`src/rtl/uart_txrx.sv`:
```
`default_nettype none
// ============================================================================
// Module   : uart_txrx
// Brief    : Single-clock UART transceiver, independent TX and RX paths,
//            8N1 frames; optional even parity when UART_PARITY_EN is defined.
// Revision : 1.0 - initial release
// ============================================================================
module uart_txrx #(
    parameter int CLKS_PER_BIT = 16
) (
    input  logic       i_clk,
    input  logic       i_reset,
    input  logic       i_start,
    input  logic [7:0] i_data,
    output logic       o_txd,
    output logic       o_tx_busy,
    input  logic       i_rxd,
    output logic [7:0] o_data,
    output logic       o_rx_valid,
    output logic       o_rx_err
);

`ifdef UART_PARITY_EN
    localparam logic c_PAR_EN = 1'b1;
`else
    localparam logic c_PAR_EN = 1'b0;
`endif

    localparam logic [15:0] c_BIT_LAST  = 16'(CLKS_PER_BIT - 1);
    localparam logic [15:0] c_HALF_LAST = 16'(CLKS_PER_BIT / 2 - 1);

    localparam logic [2:0] c_ST_IDLE   = 3'd0;
    localparam logic [2:0] c_ST_START  = 3'd1;
    localparam logic [2:0] c_ST_DATA   = 3'd2;
    localparam logic [2:0] c_ST_PARITY = 3'd3;
    localparam logic [2:0] c_ST_STOP   = 3'd4;

    logic [2:0]  tx_state_q, tx_state_d;
    logic [15:0] tx_cnt_q, tx_cnt_d;
    logic [2:0]  tx_idx_q, tx_idx_d;
    logic [7:0]  tx_shift_q, tx_shift_d;
    logic        tx_par_q, tx_par_d;
    logic        txd_q, txd_d;
    logic        tx_load;

    always_comb begin
        tx_state_d = tx_state_q;
        tx_cnt_d   = tx_cnt_q;
        tx_idx_d   = tx_idx_q;
        tx_shift_d = tx_shift_q;
        tx_par_d   = tx_par_q;
        txd_d      = txd_q;
        tx_load    = 1'b0;
        if (tx_state_q == c_ST_IDLE) begin
            tx_cnt_d = 16'd0;
            tx_load  = i_start;
        end else if (tx_cnt_q != c_BIT_LAST) begin
            tx_cnt_d = tx_cnt_q + 16'd1;
        end else begin
            tx_cnt_d = 16'd0;
            case (tx_state_q)
                c_ST_START: begin
                    tx_state_d = c_ST_DATA;
                    tx_idx_d   = 3'd0;
                    txd_d      = tx_shift_q[0];
                end
                c_ST_DATA: begin
                    if (tx_idx_q == 3'd7) begin
                        tx_state_d = c_PAR_EN ? c_ST_PARITY : c_ST_STOP;
                        txd_d      = c_PAR_EN ? tx_par_q : 1'b1;
                    end else begin
                        tx_shift_d = {1'b0, tx_shift_q[7:1]};
                        tx_idx_d   = tx_idx_q + 3'd1;
                        txd_d      = tx_shift_q[1];
                    end
                end
                c_ST_PARITY: begin
                    tx_state_d = c_ST_STOP;
                    txd_d      = 1'b1;
                end
                c_ST_STOP: begin
                    // A held request chains the next start bit with no idle gap
                    tx_load    = i_start;
                    tx_state_d = c_ST_IDLE;
                    txd_d      = 1'b1;
                end
                default: begin
                    tx_state_d = c_ST_IDLE;
                    txd_d      = 1'b1;
                end
            endcase
        end
        if (tx_load) begin
            tx_state_d = c_ST_START;
            tx_cnt_d   = 16'd0;
            tx_shift_d = i_data;
            tx_par_d   = ^i_data;
            txd_d      = 1'b0;
        end
    end

    always_ff @(posedge i_clk or negedge i_reset) begin
        if (!i_reset) begin
            tx_state_q <= c_ST_IDLE;
            tx_cnt_q   <= 16'd0;
            tx_idx_q   <= 3'd0;
            tx_shift_q <= 8'h00;
            tx_par_q   <= 1'b0;
            txd_q      <= 1'b1;
        end else begin
            tx_state_q <= tx_state_d;
            tx_cnt_q   <= tx_cnt_d;
            tx_idx_q   <= tx_idx_d;
            tx_shift_q <= tx_shift_d;
            tx_par_q   <= tx_par_d;
            txd_q      <= txd_d;
        end
    end

    assign o_txd     = txd_q;
    assign o_tx_busy = (tx_state_q != c_ST_IDLE);

    logic        rx_meta_q, rx_sync_q, rx_prev_q;
    logic [2:0]  rx_state_q, rx_state_d;
    logic [15:0] rx_cnt_q, rx_cnt_d;
    logic [2:0]  rx_idx_q, rx_idx_d;
    logic [7:0]  rx_shift_q, rx_shift_d;
    logic        rx_par_ok_q, rx_par_ok_d;
    logic [7:0]  rx_data_q, rx_data_d;
    logic        rx_valid_q, rx_valid_d;
    logic        rx_err_q, rx_err_d;
    logic        rx_fall;

    // Edge-triggered start detection keeps a held-low line from re-arming
    assign rx_fall = rx_prev_q & ~rx_sync_q;

    always_comb begin
        rx_state_d  = rx_state_q;
        rx_cnt_d    = rx_cnt_q;
        rx_idx_d    = rx_idx_q;
        rx_shift_d  = rx_shift_q;
        rx_par_ok_d = rx_par_ok_q;
        rx_data_d   = rx_data_q;
        rx_valid_d  = 1'b0;
        rx_err_d    = 1'b0;
        case (rx_state_q)
            c_ST_IDLE: begin
                rx_cnt_d = 16'd0;
                if (rx_fall) begin
                    rx_state_d = c_ST_START;
                end
            end
            c_ST_START: begin
                if (rx_cnt_q == c_HALF_LAST) begin
                    rx_cnt_d    = 16'd0;
                    rx_idx_d    = 3'd0;
                    rx_par_ok_d = 1'b1;
                    rx_state_d  = rx_sync_q ? c_ST_IDLE : c_ST_DATA;
                end else begin
                    rx_cnt_d = rx_cnt_q + 16'd1;
                end
            end
            default: begin
                if (rx_cnt_q != c_BIT_LAST) begin
                    rx_cnt_d = rx_cnt_q + 16'd1;
                end else begin
                    rx_cnt_d = 16'd0;
                    if (rx_state_q == c_ST_DATA) begin
                        rx_shift_d = {rx_sync_q, rx_shift_q[7:1]};
                        rx_idx_d   = rx_idx_q + 3'd1;
                        if (rx_idx_q == 3'd7) begin
                            rx_state_d = c_PAR_EN ? c_ST_PARITY : c_ST_STOP;
                        end
                    end else if (rx_state_q == c_ST_PARITY) begin
                        rx_par_ok_d = (rx_sync_q == ^rx_shift_q);
                        rx_state_d  = c_ST_STOP;
                    end else begin
                        rx_data_d  = rx_shift_q;
                        rx_valid_d = rx_sync_q & rx_par_ok_q;
                        rx_err_d   = ~(rx_sync_q & rx_par_ok_q);
                        rx_state_d = c_ST_IDLE;
                    end
                end
            end
        endcase
    end

    always_ff @(posedge i_clk or negedge i_reset) begin
        if (!i_reset) begin
            rx_meta_q   <= 1'b1;
            rx_sync_q   <= 1'b1;
            rx_prev_q   <= 1'b1;
            rx_state_q  <= c_ST_IDLE;
            rx_cnt_q    <= 16'd0;
            rx_idx_q    <= 3'd0;
            rx_shift_q  <= 8'h00;
            rx_par_ok_q <= 1'b1;
            rx_data_q   <= 8'h00;
            rx_valid_q  <= 1'b0;
            rx_err_q    <= 1'b0;
        end else begin
            rx_meta_q   <= i_rxd;
            rx_sync_q   <= rx_meta_q;
            rx_prev_q   <= rx_sync_q;
            rx_state_q  <= rx_state_d;
            rx_cnt_q    <= rx_cnt_d;
            rx_idx_q    <= rx_idx_d;
            rx_shift_q  <= rx_shift_d;
            rx_par_ok_q <= rx_par_ok_d;
            rx_data_q   <= rx_data_d;
            rx_valid_q  <= rx_valid_d;
            rx_err_q    <= rx_err_d;
        end
    end

    assign o_data     = rx_data_q;
    assign o_rx_valid = rx_valid_q;
    assign o_rx_err   = rx_err_q;

endmodule
`default_nettype wire

```
`config.mk`:
```
export PLATFORM = sky130hd
export DESIGN_NAME = uart_txrx
export DESIGN_NICKNAME = d
export VERILOG_FILES = /design/src/rtl/uart_txrx.sv
export SDC_FILE = /design/constraint.sdc
export NUM_CORES = 1
export LEC_CHECK = 0
export CAP_MARGIN = 10
export CORE_MARGIN = 2
export CORE_UTILIZATION = 53
export DETAILED_ROUTE_END_ITERATION = 12
export PLACE_DENSITY_LB_ADDON = 0.25
export SLEW_MARGIN = 10
export SYNTH_ARGS = -nofsm -noshare
export SYNTH_HDL_FRONTEND = slang
export SYNTH_SLANG_ARGS = --single-unit
```
`constraint.sdc`:
```
create_clock -name i_clk -period 1.9 [get_ports i_clk]
set_input_delay 0.285 -clock i_clk [delete_from_list [all_inputs] [get_ports i_clk]]
set_output_delay 0.285 -clock i_clk [all_outputs]
set_load 0.05 [all_outputs]
```
==> results.cfg <==
[grt]
grt_max_degree = 36
first_global_vias = 2610
grt_overflow = 0
grtUsageTotal_pct = 20.3
grt_pass1_wl_um = 11800
antenna_found_initial = 0

[layout]
final-seq-area_um2 = 1880
synthToLayoutAreaGrowth_pct = 26.8
fin_cells = 469
fillCellCount = 475
drive_gt1_share_pct = 26.3
n_antenna_cell = 0
nNetsFinal = 405
multiInputGateArea_um2 = 1680

[clock_network]
cts_tree = built
insertion_delay_ns = 0.35
numCtsBuffers = 9
clock_path_buffers = 2
cts_num_sinks = 75
root_buffer = clkbuf_8
clk_pin_slew_ns = 0.07
h-tree-depth = 3

[yosys]
synth_ff_type = dfrtp_1
synth.area.top_cells = dfrtp_1, mux2_2, nor2_1
ys_seq_area_share_pct = 53.2
syn_area_per_cell_um2 = 10.9
synthDistinctLibCells = 46
ys_seq_elements = 75
synth_area_leader_cell = dfrtp_1
netlist_area_um2 = 3540
synth.most_common_cell = dfrtp_1
synth_top_area_share_pct = 49.5
synthTopCellsByCount = dfrtp_1, nor2_1, nand2_1
synth_top_family_by_area = simple AND/OR/NAND/NOR gates
yosys_warnings = 0
synth_fp_nets = 344
synth.area.mux_share_pct = 6.15
synthAdderAreaFrac_pct = 2.12
async_flop_share_pct = 100
synth_edf_count = 0
synth_xor_area_share_pct = 8.80
synth_simple_gate_area_share_pct = 18.5
synthCells = 326
synth_compound_area_share_pct = 8.16

[timing]
worst_clock_skew_ns = 0.00995
setup_ws_ns = -0.0287
tightestPinTransition_ns = 0.498
max_freq_mhz = 518
slew_violations = 0
hold_violations = 0
fin_crit_sh_pct = 102
rsz0062_at_grt = yes
period_minus_slack_ns = 1.93
finalSetupViolations = 6
setup_tns_ns = -0.109
slew-limit-headroom_pct = 66.7

[placement]
placedCellCount = 446
gp_congestion = 0.792
io_buffers = 23
post-dp-hpwl_um = 4490

[drt]
drt_pre_antenna_iters = 7
drc = 0
detail_route.wl_per_cell_um = 15.2
vias = 2589
ant_nets = 0
vias_per_cell = 5.52
drt_iter0_markers = 132
wl_um = 7130

[worst_setup_path]
worstSetupPathType = reg2reg
critPathCaptureType = flop
startpoint_type = flop
arrival_ns = 2.16
crit-reg2reg-launch = rx_cnt_q[8]$_DFF_PN0_
startpoint = rx_cnt_q[8]$_DFF_PN0_
rr_worst_depth = 6
reg2reg_to = rx_shift_q[3]$_DFFE_PN0P_
r2r_slack_ns = -0.03
critPathCapture = rx_shift_q[3]$_DFFE_PN0P_
cp.required_ns = 2.13
crit_fanout = 5

[die]
chipWidth_um = 85.8
io_pins = 24
die_h_um = 85.8
row_count = 29
die-area_um2 = 7350
fp.coreArea_um2 = 6420
start_util_pct = 55.2

[power]
leakage_nw = 2.13
ir_worst_vdd_mv = 0.542
p_per_area_nw_per_um2 = 846

[status]
status = complete, but fails checks
failed_checks = negative setup slack

[flow_run]
drv_cap = 0

[worst_hold_path]
hold_path.class = reg2reg
-- cell families (layout without fill, tap and decap cells) --
group                      Yosys count  count (layout)
buffers and inverters               24              90
AOI/OAI and AO/OA                   43              43
xor gates and xnor gates            34              34
and+or+nand+nor                    125             125
adders and majority gates            6               6
DFF                                 75              75
muxes                               19              19
-- cells in the final DEF, fill, tap and decap left out, types with 2 or more instances in the layout --
cell type,count
dfrtp_1,70
nor2_1,42
buf_4,41
nand2_1,23
clkdlybuf4s50_1,20
xor2_1,17
xnor2_1,16
nand3_1,14
mux2_4,11
nand4_1,10
o21ai_0,9
clkbuf_8,9
inv_1,8
mux2_2,8
o22ai_1,8
a21oi_1,6
a2bb2oi_1,6
nor3_1,5
ha_1,5
dfstp_2,5
and3_1,4
or3_1,4
nor4_4,3
and3_4,3
nor4_2,3
bufinv_16,3
buf_6,3
nor4_1,2
nand2b_1,2
o21ai_1,2
o211ai_1,2
a22o_1,2
clkbuf_1,2
-- flip-flops by register name, indices dropped and copies added (netlist names), 3 cells and up --
| name | count |
|---|---|
| tx_shift_q | 8 |
| rx_state_q | 3 |
| rx_cnt_q | 16 |
| tx_state_q | 3 |
| tx_idx_q | 3 |
| rx_shift_q | 8 |
| rx_idx_q | 3 |
| o_data | 8 |
| tx_cnt_q | 16 |
-- through the flow --
stage	hold slack [ns]	power, mW	area (um2)	util (%)	setup slack, ns
floorplan	-0.0106	2.08	3540	-	0.0427
global placement	0.216	2.25	4060	63.3	0.0466
detailed placement	0.218	2.27	4060	63.3	-0.0733
CTS	0.362	3.74	4350	67.8	-0.0379
global route	0.363	3.96	4490	69.9	-0.0747
finish	0.366	3.80	4490	69.9	-0.0287
-- final cells by class --
| class | count | area share (%) |
|---|---|---|
| flip-flops and latches | 75 | 41.9 |
| clock buffers | 11 | 2.93 |
| multi-input cells | 227 | 37.3 |
| clock inverters | 5 | 2.28 |
| repair buffers | 66 | 12.7 |
| well taps | 77 | 2.15 |
| inverters | 8 | 0.669 |
-- worst min-delay path by stage --
| stage | end | cells after the start | startpoint | slack (ns) |
|---|---|---|---|---|
| final | rx_sync_q$_DFF_PN1_ | 0 | rx_meta_q$_DFF_PN1_ | 0.37 |
| after global routing | rx_sync_q$_DFF_PN1_ | 0 | rx_meta_q$_DFF_PN1_ | 0.36 |
| after CTS | rx_sync_q$_DFF_PN1_ | 0 | rx_meta_q$_DFF_PN1_ | 0.36 |
| after detailed placement | rx_cnt_q[7]$_DFF_PN0_ | 1 | i_reset | 0.22 |
| after global placement | rx_cnt_q[15]$_DFF_PN0_ | 1 | i_reset | 0.22 |
| after floorplan | o_data[0]$_DFFE_PN0P_ | 0 | i_reset | -0.01 |
-- metal layers --
| layer | GRT usage (%) | wire, um | vias to the layer above |
|---|---|---|---|
| met3 | 3.66 | 155 | 7 |
| met1 | 27.7 | 3400 | 1288 |
| met5 | 0 | 0 | - |
| met4 | 8.51 | 77 | 0 |
| li1 | - | - | 1259 |
| met2 | 32.4 | 3490 | 35 |
-- what timing repair did --
item / CTS / global route
endpoints found under the hold margin: 22 / 0
pin swaps: 0 / 5
buffers inserted: 2 / 5
endpoints found under the setup margin: 10 / 49
hold buffers: 1 / 0
cloned: 1 / 0
resized for setup: 6 / 26
-- power by group --
| group | internal [mW] | switching, mW |
|---|---|---|
| sequential | 1.66 | 0.0728 |
| clock | 0.872 | 0.571 |
| combinational | 0.295 | 0.326 |
| total | 2.83 | 0.969 |
-- critical path, cell delays in order, from the launching register on --
cell,delay (ns)
dfrtp_1,0.42
nor4_4,0.36
and2_4,0.21
and3_4,0.17
and3_4,0.21
buf_6,0.14
mux2_4,0.30
Note: power is estimated with default switching activity, not from simulation.
